===== config.mk =====
export PLATFORM = sky130hd
export DESIGN_NAME = ram_arbiter
export DESIGN_NICKNAME = d
export VERILOG_FILES = /design/src/rtl/ram_arbiter.sv
export SDC_FILE = /design/constraint.sdc
export NUM_CORES = 1
export LEC_CHECK = 0
export CAP_MARGIN = 20
export CORE_MARGIN = 1.5
export CORE_UTILIZATION = 19
export DETAILED_ROUTE_END_ITERATION = 6
export PLACE_DENSITY = 0.77
export SETUP_SLACK_MARGIN = 0.02
export SYNTH_ARGS = -nofsm -noshare
export SYNTH_HDL_FRONTEND = slang
export SYNTH_SLANG_ARGS = --single-unit
export TNS_END_PERCENT = 1

===== constraint.sdc =====
create_clock -name clk -period 1.6 [get_ports clk]
set_input_delay 0.4 -clock clk [delete_from_list [all_inputs] [get_ports clk]]
set_output_delay 0.4 -clock clk [all_outputs]
set_load 0.03 [all_outputs]

===== src/rtl/ram_arbiter.sv =====
// Two-port RAM arbiter: fetch (read-only) vs data load/store, with a data-side lock.
// Define RAM_ARB_RR_EN for round-robin priority in ARB; otherwise data wins conflicts.
module ram_arbiter #(
   parameter int AW = 8,
   parameter int DW = 8
) (
   input  logic          clk,
   input  logic          rst,
   input  logic          f_req,
   input  logic [AW-1:0] f_addr,
   output logic          f_gnt,
   output logic          f_rvalid,
   output logic [DW-1:0] f_rdata,
   input  logic          d_req,
   input  logic          d_we,
   input  logic          d_lock,
   input  logic [AW-1:0] d_addr,
   input  logic [DW-1:0] d_wdata,
   output logic          d_gnt,
   output logic          d_rvalid,
   output logic [DW-1:0] d_rdata,
   output logic          ram_rd_en,
   output logic [AW-1:0] ram_rd_adress,
   output logic          ram_write_en,
   output logic [AW-1:0] ram_write_adress,
   output logic [DW-1:0] ram_data_in,
   input  logic [DW-1:0] ram_data_out
);

   typedef enum logic {ARB, LOCK_D} state_t;

   state_t state, state_nxt;
   logic   f_win, d_win;

`ifdef RAM_ARB_RR_EN
   logic last_f;  // 1 = fetch port was granted most recently
`endif

   // NOTE: every signal written in an always_comb gets a default first so no latch is inferred.
   always_comb begin
      f_win = 1'b0;
      d_win = 1'b0;
      if (!rst) begin
         if (state == LOCK_D) begin
            d_win = d_req;
         end else if (f_req && d_req) begin
`ifdef RAM_ARB_RR_EN
            d_win = last_f;
            f_win = !last_f;
`else
            d_win = 1'b1;
`endif
         end else begin
            f_win = f_req;
            d_win = d_req;
         end
      end
   end

   assign f_gnt = f_win;
   assign d_gnt = d_win;

   always_comb begin
      ram_rd_en        = 1'b0;
      ram_rd_adress    = '0;
      ram_write_en     = 1'b0;
      ram_write_adress = '0;
      ram_data_in      = '0;
      if (f_win) begin
         ram_rd_en     = 1'b1;
         ram_rd_adress = f_addr;
      end else if (d_win) begin
         if (d_we) begin
            ram_write_en     = 1'b1;
            ram_write_adress = d_addr;
            ram_data_in      = d_wdata;
         end else begin
            ram_rd_en     = 1'b1;
            ram_rd_adress = d_addr;
         end
      end
   end

   always_comb begin
      state_nxt = state;
      case (state)
         ARB:     if (d_win && d_lock) state_nxt = LOCK_D;
         LOCK_D:  if (!d_lock)         state_nxt = ARB;
         default: state_nxt = ARB;
      endcase
   end

   // NOTE: sequential state uses non-blocking assignments so all registers update together.
   always_ff @(posedge clk or posedge rst) begin
      if (rst) begin
         state    <= ARB;
         f_rvalid <= 1'b0;
         d_rvalid <= 1'b0;
      end else begin
         state    <= state_nxt;
         f_rvalid <= f_win;
         d_rvalid <= d_win && !d_we;
      end
   end

`ifdef RAM_ARB_RR_EN
   always_ff @(posedge clk or posedge rst) begin
      if (rst)        last_f <= 1'b1;
      else if (f_win) last_f <= 1'b1;
      else if (d_win) last_f <= 1'b0;
   end
`endif

   // The RAM has one read port; each requester qualifies the shared data with its rvalid.
   assign f_rdata = ram_data_out;
   assign d_rdata = ram_data_out;

endmodule


==> results.json <==
{
  "status": "finished with violations",
  "violations": "setup timing",
  "fmax_mhz": 466,
  "yosysUniqueCellTypes": 16,
  "grt.total_usage_pct": 14.6,
  "syn_area_um2": 482,
  "via_per_inst": 4.35,
  "root_buffer": "clkbuf_4",
  "io-pin-count": 84,
  "synthArstFlopShare_pct": 100,
  "relSlewSlack_pct": 80.1,
  "powerDensity_mw_per_mm2": 397,
  "required_ns": 1.20,
  "r2r_end": "f_rvalid",
  "cp-end-kind": "output port",
  "grt_setup_unrepaired": "yes",
  "die_x_um": 53.4,
  "syn_nets": 112,
  "syn_inst": 74,
  "place.gp.congestion": 0.660,
  "wl_per_cell_um": 12.3,
  "cts_buffer_depth": 2,
  "synth_area_leaders": "buf_4 (25%), dfrtp_1 (16%), nand2_1 (13%), and3_1 (13%), a21oi_1 (8.3%)",
  "finalHoldViolCount": 0,
  "dpl.hpwl_um": 1460,
  "first_pass_iters": 3,
  "synth_area_per_cell_um2": 6.51,
  "yosysSeqAreaShare_pct": 15.6,
  "final_layout_size_suffix_gt1_share_pct": 59.9,
  "fin_crit_ns": 2.15,
  "die-area_mm2": 0.00285,
  "cts_buffers": 3,
  "critPathArrivalTime_ns": 1.75,
  "r2r-start": "state",
  "tritoncts": "done",
  "yosys-top-cells-count": "nand2_1 (17), buf_4 (16), and3_1 (10), a21oi_1 (8), nor2_1 (6)",
  "drv_cap": 0,
  "drt-total-wl_um": 2050,
  "cts_sinks": 3,
  "path_buf_inv": 3,
  "critPathMaxFanout": 5,
  "final-setup-viol-count": 16,
  "drc_errors": 0,
  "slew_viol_final": 0,
  "fin_skew_ns": 0.0000156,
  "utilization_pct": 57.7,
  "clk_latency_ns": 0.24,
  "nets": 176,
  "dp_slack_ns": -1.02,
  "critical-path-max-stage-delay_ns": 0.55,
  "crit_slowest_cell": "or4b_4",
  "syn_to_final_growth_pct": 191,
  "start_util_pct": 19.8,
  "critical-path-top-delay-family": "simple AND/OR/NAND/NOR gates",
  "final_antenna_net_count": 0,
  "grt-ovfl-total": 0,
  "drtIter0Drc": 1,
  "first_global_vias": 695,
  "ff2ff_path_depth": 5,
  "core_area_mm2": 0.00243,
  "ys.warnings.count": 0,
  "finalCritPeriodShare_pct": 134,
  "power.total_mw": 0.557,
  "synth-edff-count": 0,
  "yosysMostFrequentCell": "nand2_1",
  "die_h_um": 53.4,
  "n_antenna_cell": 0,
  "synth.top_cell.area_share_pct": 24.9,
  "peakVddDrop_mv": 0.305,
  "std_cell_rows": 18,
  "startpoint_type": "register",
  "synth-seq-cells": 3,
  "setup_ws_ns": -0.546,
  "vias": 726,
  "yosysTopAreaCell": "buf_4",
  "grt_pass1_wl_um": 3020,
  "h-tree-depth": 1,
  "grt_max_degree": 14,
  "io_buffers": 59,
  "p_leak_nw": 0.657,
  "crit_type": "reg2out",
  "tns_ns": -7.75,
  "ys.flop_type": "dfrtp_1",
  "min_path_type": "in2async",
  "r2r_slack_ns": 0.20,
  "cts.reportedPaths.clkPinSlew_ns": 0.05,
  "worstPathCellList": "or4b_4 > buf_8 > clkinv_8 > nand2_4 > a21oi_4 > buf_6",
  "antenna_found_initial": 0,
  "worst_slew_pin_slew_ns": 0.299
}
[cells by family (layout without fill, tap and decap cells)]
group           Yosys count  after routing  share of synthesized area, %
simple gates             38             38                          39.0
buf+inv                  23             86                          34.5
compound gates           10             10                          10.9
flops                     3              3                          15.6
[where the power goes]
part           internal (mW)  total, mW  leakage, nW  switching, mW
Combinational          0.177      0.334        0.602          0.157
Sequential            0.0797     0.0811       0.0401        0.00143
Clock                 0.0941      0.142       0.0150         0.0478
Total                  0.350      0.557        0.657          0.207
[layout make-up]
cell class	instances	area (um2)
clock buffers	4	26.3
fillers	220	1030
inverters	4	32.5
multi-input cells	48	428
flip-flops and latches	3	75.1
well taps	30	37.5
repair buffers	77	787
repair inverters	1	16.3
[metal layers]
metal | share of wire, % | vias to the layer above | GRT usage, %
li1 | - | 353 | -
met1 | 36 | 329 | 15.1
met2 | 53 | 40 | 26.7
met3 | 9.4 | 4 | 4.52
met4 | 0.59 | 0 | 5.98
met5 | 0 | - | 0
[worst max-delay path by stage]
stage | from | end | slack [ns] | cells past startpoint
floorplan | rst | ram_rd_adress[0] | -0.27 | 5
global route | state | ram_rd_adress[4] | -0.60 | 6
detailed placement | rst | ram_write_adress[1] | -1.02 | 5
CTS | state | ram_rd_adress[0] | -0.62 | 6
finish | state | ram_rd_adress[4] | -0.55 | 6
global placement | rst | ram_write_adress[1] | -1.0 | 5
[worst min-delay path: cells and delay by family]
| family | cells | cell delay, ns |
|---|---|---|
| buf+inv | 3 | 0.35 |
[metrics by stage]
step           area (um2)  std cells  hold WS [ns]
3_5_place_dp         1180        159         0.592
4_1_cts              1350        165         0.203
2_1_floorplan         617         74         0.184
6_report             1400        167         0.179
5_1_grt              1400        167         0.189
3_3_place_gp         1180        159         0.577
[state kept, by name, indices dropped and copies added, names as in the netlist]
signal,cells
d_rvalid,1
f_rvalid,1
state,1
[placed cells by master (no fill, tap or decap), drive strengths merged]
cell type / n
nor2: 6
dlygate4sd2: 5
o21ai: 1
clkdlybuf4s15: 6
and3: 10
nor3b: 1
nor2b: 2
or4b: 1
clkinv: 3
and2b: 1
dfrtp: 3
nand2: 17
o21a: 1
clkbuf: 4
inv: 2
clkdlybuf4s50: 24
buf: 42
a21oi: 8
[timing repair]
action / CTS / global route
pin swaps: 6 / 10
gates resized for setup: 65 / 8
hold buffers: 0 / 0
endpoints found under the setup margin: 31 / 27
buffers inserted: 1 / 2
gates cloned: 1 / 0
(Power assumes the default switching activity.)
